--- src/rtl/music_pkg.sv ---
// rtl/music_pkg.sv - shared state encodings and song-table sizing for the playback path
package music_pkg;

    localparam int SONG_NUM = 3;
    localparam int IDX_W    = 2;

    typedef enum logic [1:0] {
        ST_IDLE  = 2'd0,
        ST_PLAY  = 2'd1,
        ST_PAUSE = 2'd2
    } state_e;

    // One event per cycle after priority resolution (play > next > prev > song_end).
    typedef enum logic [2:0] {
        EV_NONE = 3'd0,
        EV_PLAY = 3'd1,
        EV_NEXT = 3'd2,
        EV_PREV = 3'd3,
        EV_END  = 3'd4
    } event_e;

endpackage

--- src/rtl/key_lockout.sv ---
// rtl/key_lockout.sv - gates debounced key pulses behind a post-accept lockout down-counter
module key_lockout #(
    parameter logic [23:0] LOCK_CNT = 24'd2_500_000
) (
    input  logic sys_clk,
    input  logic sys_rst_n,
    input  logic play_i,
    input  logic next_i,
    input  logic prev_i,
    input  logic lock_req_i,
    output logic play_o,
    output logic next_o,
    output logic prev_o
);

    logic [23:0] cnt_q;
    logic [23:0] cnt_d;
    logic        unlocked;

    assign unlocked = (cnt_q == 24'd0);
    assign play_o   = play_i & unlocked;
    assign next_o   = next_i & unlocked;
    assign prev_o   = prev_i & unlocked;

    // Load on an accepted key, otherwise count down to zero; keys while locked are simply dropped.
    always_comb begin
        cnt_d = cnt_q;
        if (lock_req_i && unlocked) begin
            cnt_d = LOCK_CNT - 24'd1;
        end else if (!unlocked) begin
            cnt_d = cnt_q - 24'd1;
        end
    end

    // Lockout counter register; reset clears any lockout in progress.
    always_ff @(posedge sys_clk or negedge sys_rst_n) begin
        if (!sys_rst_n) begin
            cnt_q <= 24'd0;
        end else begin
            cnt_q <= cnt_d;
        end
    end

endmodule

--- src/rtl/play_ctrl.sv ---
// rtl/play_ctrl.sv - playback state machine, song index stepping and registered player outputs
module play_ctrl
    import music_pkg::*;
#(
    parameter logic [23:0] LOCK_CNT = 24'd2_500_000,
    parameter logic        LOOP_ALL = 1'b1
) (
    input  logic             sys_clk,
    input  logic             sys_rst_n,
    input  logic             play_flag,
    input  logic             next_flag,
    input  logic             prev_flag,
    input  logic             song_end,
    output logic [IDX_W-1:0] song_idx,
    output logic             playing,
    output logic             restart
);

    localparam logic [IDX_W-1:0] IDX_LAST = IDX_W'(SONG_NUM - 1);

    logic             play_g;
    logic             next_g;
    logic             prev_g;
    logic             lock_req;
    event_e           ev_q;
    event_e           ev_d;
    state_e           state_q;
    state_e           state_d;
    logic [IDX_W-1:0] idx_q;
    logic [IDX_W-1:0] idx_d;
    logic [IDX_W-1:0] idx_inc;
    logic [IDX_W-1:0] idx_dec;
    logic             playing_q;
    logic             restart_q;
    logic             restart_d;

    // Any key that gets through the gate is accepted and (re)arms the lockout, even if it loses priority.
    assign lock_req = play_g | next_g | prev_g;

    key_lockout #(
        .LOCK_CNT(LOCK_CNT)
    ) u_lockout (
        .sys_clk   (sys_clk),
        .sys_rst_n (sys_rst_n),
        .play_i    (play_flag),
        .next_i    (next_flag),
        .prev_i    (prev_flag),
        .lock_req_i(lock_req),
        .play_o    (play_g),
        .next_o    (next_g),
        .prev_o    (prev_g)
    );

    assign idx_inc = (idx_q == IDX_LAST) ? '0 : idx_q + IDX_W'(1);
    assign idx_dec = (idx_q == '0) ? IDX_LAST : idx_q - IDX_W'(1);

    // Resolve simultaneous inputs to a single event; losers, including song_end, are dropped.
    always_comb begin
        ev_d = EV_NONE;
        if (play_g) begin
            ev_d = EV_PLAY;
        end else if (next_g) begin
            ev_d = EV_NEXT;
        end else if (prev_g) begin
            ev_d = EV_PREV;
        end else if (song_end) begin
            ev_d = EV_END;
        end
    end

    // Accepted event register; the FSM acts on it at the following edge.
    always_ff @(posedge sys_clk or negedge sys_rst_n) begin
        if (!sys_rst_n) begin
            ev_q <= EV_NONE;
        end else begin
            ev_q <= ev_d;
        end
    end

    // Next-state, next-index and restart request for the pending event.
    always_comb begin
        state_d   = state_q;
        idx_d     = idx_q;
        restart_d = 1'b0;
        case (ev_q)
            EV_PLAY: begin
                case (state_q)
                    ST_IDLE: begin
                        state_d   = ST_PLAY;
                        restart_d = 1'b1;
                    end
                    ST_PLAY:  state_d = ST_PAUSE;
                    ST_PAUSE: state_d = ST_PLAY;
                    default:  state_d = ST_IDLE;
                endcase
            end
            EV_NEXT: begin
                idx_d     = idx_inc;
                restart_d = 1'b1;
            end
            EV_PREV: begin
                idx_d     = idx_dec;
                restart_d = 1'b1;
            end
            EV_END: begin
                if (state_q == ST_PLAY) begin
                    idx_d     = idx_inc;
                    restart_d = 1'b1;
                    if ((idx_q == IDX_LAST) && !LOOP_ALL) begin
                        state_d = ST_IDLE;
                    end
                end
            end
            default: ;
        endcase
    end

    // State, index and output registers; playing is registered alongside the state it reflects.
    always_ff @(posedge sys_clk or negedge sys_rst_n) begin
        if (!sys_rst_n) begin
            state_q   <= ST_IDLE;
            idx_q     <= '0;
            playing_q <= 1'b0;
            restart_q <= 1'b0;
        end else begin
            state_q   <= state_d;
            idx_q     <= idx_d;
            playing_q <= (state_d == ST_PLAY);
            restart_q <= restart_d;
        end
    end

    assign song_idx = idx_q;
    assign playing  = playing_q;
    assign restart  = restart_q;

endmodule

--- config.mk ---
export PLATFORM = sky130hd
export DESIGN_NAME = play_ctrl
export DESIGN_NICKNAME = d
export VERILOG_FILES = /design/src/rtl/music_pkg.sv /design/src/rtl/key_lockout.sv /design/src/rtl/play_ctrl.sv
export SDC_FILE = /design/constraint.sdc
export NUM_CORES = 1
export LEC_CHECK = 0
export BUFFER_PORTS_ARGS = -buffer_cell sky130_fd_sc_hd__buf_2
export CAP_MARGIN = 20
export CORE_MARGIN = 10
export CORE_UTILIZATION = 60
export DETAILED_ROUTE_END_ITERATION = 7
export PLACE_DENSITY = 0.8
export SYNTH_ARGS = -nofsm -noshare
export SYNTH_HDL_FRONTEND = slang
export SYNTH_SLANG_ARGS = --single-unit
--- constraint.sdc ---
create_clock -name sys_clk -period 4.3 [get_ports sys_clk]
set_clock_uncertainty 0.05 [all_clocks]
set_input_delay 0.215 -clock sys_clk [delete_from_list [all_inputs] [get_ports sys_clk]]
set_output_delay 0.215 -clock sys_clk [all_outputs]
set_load 0.005 [all_outputs]
* Word-level counts from Yosys, hierarchy flattened *
Index checks and enable logic that the tools add are counted.

operators by class
  $add $sub $neg = 3
  bitwise gates (word level) = 5
  equality and inequality tests = 10
  reductions and logical operators = 8
  multiplexer cells = 15

operators by type and width
  kind                   count
  $mux 24                2
  $logic_not 24->1       1
  $sub 24x1->24 const B  1
  $mux 3                 4
  $mux 2                 4
  $eq 3x2->1 const B     2
  $pmux 2 s3             1
  $eq 2x1->1 const B     2
  $eq 2x2->1 const B     2
  $logic_not 2->1        2
  $ne 2x2->1 const B     2
  $pmux 2 s2             1
  $reduce_or 2->1        2
  $and 1x1->1            3
  $eq 3x1->1 const B     1
  $eq 3x3->1 const B     1
  $pmux 1 s3             1
  $reduce_bool 3->1      1
  $add 2x1->2 const B    1
  $mux 1                 2
  $or 1x1->1             2
  $reduce_and 2->1       1
  $sub 2x1->2 const B    1
  $logic_and 1x1->1      1

storage, ports and cells
  input bits = 6
  bits in registers = 33

* Depth between registers and ports, before layout *
  word-level depth = 6
  mapped depth = 8
  gate-level depth less buffers = 6

* By module *
A second synthesis with hierarchy kept.

unflattened totals
  cell total of the unflattened synthesis = 166
  area total of the unflattened synthesis = 1737.9 um2

by module, submodules not included
  module       sequential area each (um2)  area an instance (um2)  instances  cells each
  key_lockout  600.6                       1266.2                  1          123
  play_ctrl    225.2                       471.7                   1          43

* Worst setup path before layout *
OpenSTA, ideal clock, no wires.

  path kind = flip-flop to flip-flop
  from = reg u_lockout.cnt_q[4]
  to = reg u_lockout.cnt_q[15]
  clock period less this slack = 2.337 ns
  stages on the path, launching flop included = 7
  data arrival time = 2.150 ns
  path buffers = 1
  data required time = 4.113 ns
  path slack = 1.963 ns
  library setup time = 0.137 ns
  path through = dfrtp_1 or4_4 or4_4 buf_6 or4_1 o31ai_1 o31ai_1

between the ends
  longest elaborated chain between the ends = 6
  elaborated cells between the ends (all ways) = 11

RTL lines
  element                                                line               RTL
  start: declaration                                     key_lockout.sv:16  logic [23:0] cnt_q;
  start signal: assignment                               key_lockout.sv:40  cnt_q <= cnt_d;
  branches (longest 6 deep; another with $sub 24x1->24)  n/a

Several ways; the timed one is not identified. The select of a mux whose other input is x is not followed.
A chain may end at the register's enable or synchronous reset.

* Worst setup path in the final report *
  from = reg u_lockout.cnt_q[18]
  to = reg u_lockout.cnt_q[0]

between the ends
  longest elaborated chain between the ends = 6
  elaborated cells between the ends (all ways) = 9

RTL lines
  element                                                 line                                  RTL
  $logic_not 24->1 *                                      key_lockout.sv:20                     assign unlocked = (cnt_q == 24'd0);
  $and 1x1->1, on equally long branches                   key_lockout.sv:21, key_lockout.sv:22
  $or 1x1->1 (2 in a row)                                 play_ctrl.sv:38                       assign lock_req = play_g | next_g | prev_g;
  $logic_and 1x1->1                                       key_lockout.sv:28                     if (lock_req_i && unlocked) begin
  $ne 2x2->1 (no line) / $mux 24 (equally long branches)  n/a

Mark *: on every way between the ends. The rest lies on a longest branch, timed or not.

==> results_dict.tcl <==
set metrics [dict create \
    critPathArrivalTime_ns 2.81 \
    slowest_delay_ns 0.68 \
    postRouteWirelength_um 3303 \
    cts_buffer_depth 2 \
    nets 188 \
    fin_area_um2 1868 \
    syn_area_per_cell_um2 10.46 \
    synth_top_area_share 0.4783 \
    setup_viol 0 \
    crit_fanout 7 \
    clk_latency_ns 0.33 \
    first_iter_violations 82 \
    syn_nets 176 \
    diodes 0 \
    grt_max_degree 34 \
    gr-total-overflow 0 \
    initial_core_util 0.6261 \
    port_buffers 9 \
    synth_seq_cells 33 \
    power.density_nw_per_um2 301.3 \
    maxCapViolCount 0 \
    ir_drop_v 0.0003231 \
    cts_tree "yes" \
    layout_common_cells "dfrtp_1, nor2_1, a21oi_1, xor2_1, buf_2" \
    required_ns 4.45 \
    hold_slack_ns 0.07350 \
    post-route-min-period_ns 2.660 \
    synthCells 165 \
    die_h_um 73.65 \
    crit_type "reg -> reg" \
    drtPass1Iterations 4 \
    antenna_left 0 \
    vias 1299 \
    yosysUniqueCellTypes 37 \
    hold_violations 0 \
    synth.area.top_cells "dfrtp_1, mux2i_1, xor2_1, nor2_1, ha_1" \
    busiest_layer "met2" \
    coreArea_um2 2758 \
    synth_area_leader_cell "dfrtp_1" \
    area_delta_synth_final_pct 8.188 \
    synth_seq_area_share 0.4783 \
    grt_pass1_vias 1279 \
    synth_flop_cell "dfrtp_1" \
    syn-cell-area_um2 1727 \
    place_congestion 0.8245 \
    fmax_mhz 375.9 \
    hold_path.class "in -> reg" \
    leakage_nw 0.8254 \
    final_min_period_over_clock_period 0.6186 \
    met1_usage 0.1579 \
    status "finished, final reports clean" \
    slew_headroom 0.4949 \
    worstMarginPinSlew_ns 0.7508 \
    drive_above_1_share 0.1348 \
    grtUsageTotal 0.1319 \
    cts_root_buf "clkbuf_4" \
    grt_pass1_wl_um 5595 \
    cts_resized 0 \
    ys_warn_count 0 \
    end_kind "flop" \
    dp_hpwl_um 2405 \
    ios 10 \
    cts-htree-levels 2 \
    routedWlPerCell_um 15.80 \
    synthArstFlopShare 1.000 \
    finalWorstSetupSlack_ns 1.640 \
    slew_viol_final 0 \
    grt_antenna_before_repair 0 \
    synth_edf_count 0 \
    row_count 19 \
    cp-start-kind "flop" \
    fillers 216 \
    ctsHoldBuffers 2 \
    rsz0062_at_grt "no" \
    grt_use_met3 0.04576 \
    post-route-drc-count 0 \
    viasPerCell 6.215 \
    placed_area_um2 1778 \
    finalPower_mw 0.5628 \
    layout_commonest_cell "dfrtp_1" \
    numCtsBuffers 5 \
    grtUsageMet2 0.2074 \
    path_clk_slew_ns 0.10 \
    setup_tns_ns 0 \
    cts.sink_count 33 \
    dieArea_um2 5424 \
    cp_cell_sequence "or3_1 -> nor4_1 -> nand3_1 -> nor2_1 -> mux2i_1" \
    die_w_um 73.65 \
    cp_slowest_cell "nor4_1" \
    postCtsSetupBuffers 0 \
    place_ws_ns 1.713 \
]
## critical path, delay by kind of cell (launching register included)
family	cells	cell delay, ns
simple gates	4	1.90
flops	1	0.42
mux	1	0.15
## through the flow
step | utilization | std cells
after detailed placement | 0.6447 | 199
after CTS | 0.6774 | 209
final | 0.6774 | 209
after global placement | 0.6447 | 199
after floorplan | - | 165
after global routing | 0.6774 | 209
## power breakdown
part	switching, mW	internal [mW]
clock network	0.0996	0.0947
registers	0.00719	0.318
logic	0.0246	0.0186
total	0.131	0.431
## routing by layer
layer / wire length, µm / up-vias
met5: 0 / -
met4: 53 / 0
met3: 315 / 5
met2: 1558 / 60
met1: 1377 / 608
li1: - / 626
## registers in the layout (all words and copies together) (netlist names)
register and cells:
ev_q 3, playing 1, restart 1, song_idx 2, state_q 2, u_lockout.cnt_q 24
## final cells by class
class | instances | area, µm² | share of cell area
clock buffer | 7 | 65.06 | 0.03483
clock inverter | 1 | 5.005 | 0.002679
inverter | 5 | 18.77 | 0.01005
multi-input combinational | 121 | 849.6 | 0.4548
sequential | 33 | 825.8 | 0.4421
tap | 31 | 38.79 | 0.02076
timing repair buffer | 11 | 65.06 | 0.03483
## logic make-up after synthesis
logic type	Yosys count	synth area share
and+or+nand+nor	67	0.2442
DFF	33	0.4783
AOI/OAI and AO/OA	28	0.09928
xor gates and xnor gates	13	0.06594
buffers and inverters	11	0.02971
muxes	8	0.04638
adders and majority gates	5	0.03623
## path summary, 6_finish.rpt
| check | from | endpoint | slack (ns) | cells after the start |
|---|---|---|---|---|
| max in group asynchronous | sys_rst_n | song_idx[0] | 3.34 | 2 |
| min | song_end | ev_q[2] | 0.07 | 2 |
| min in group asynchronous | sys_rst_n | state_q[0] | 0.41 | 2 |
| max | u_lockout.cnt_q[18] | u_lockout.cnt_q[0] | 1.64 | 5 |
| max reg2reg | u_lockout.cnt_q[18] | u_lockout.cnt_q[0] | 1.64 | 5 |
| min reg2reg | u_lockout.cnt_q[12] | u_lockout.cnt_q[12] | 0.42 | 1 |
## cells in the mapped netlist (3+ instances only)
| library cell | n |
|---|---|
| a21oi_1 | 11 |
| clkbuf_1 | 3 |
| dfrtp_1 | 33 |
| ha_1 | 5 |
| inv_1 | 5 |
| mux2i_1 | 8 |
| nand2_1 | 5 |
| nand2b_1 | 5 |
| nor2_1 | 17 |
| nor3_1 | 3 |
| nor4_1 | 8 |
| o21ai_0 | 5 |
| o31ai_1 | 8 |
| or3_1 | 5 |
| or4_1 | 4 |
| xnor2_1 | 4 |
| xor2_1 | 9 |
Note: power is estimated with default switching activity, not from simulation.
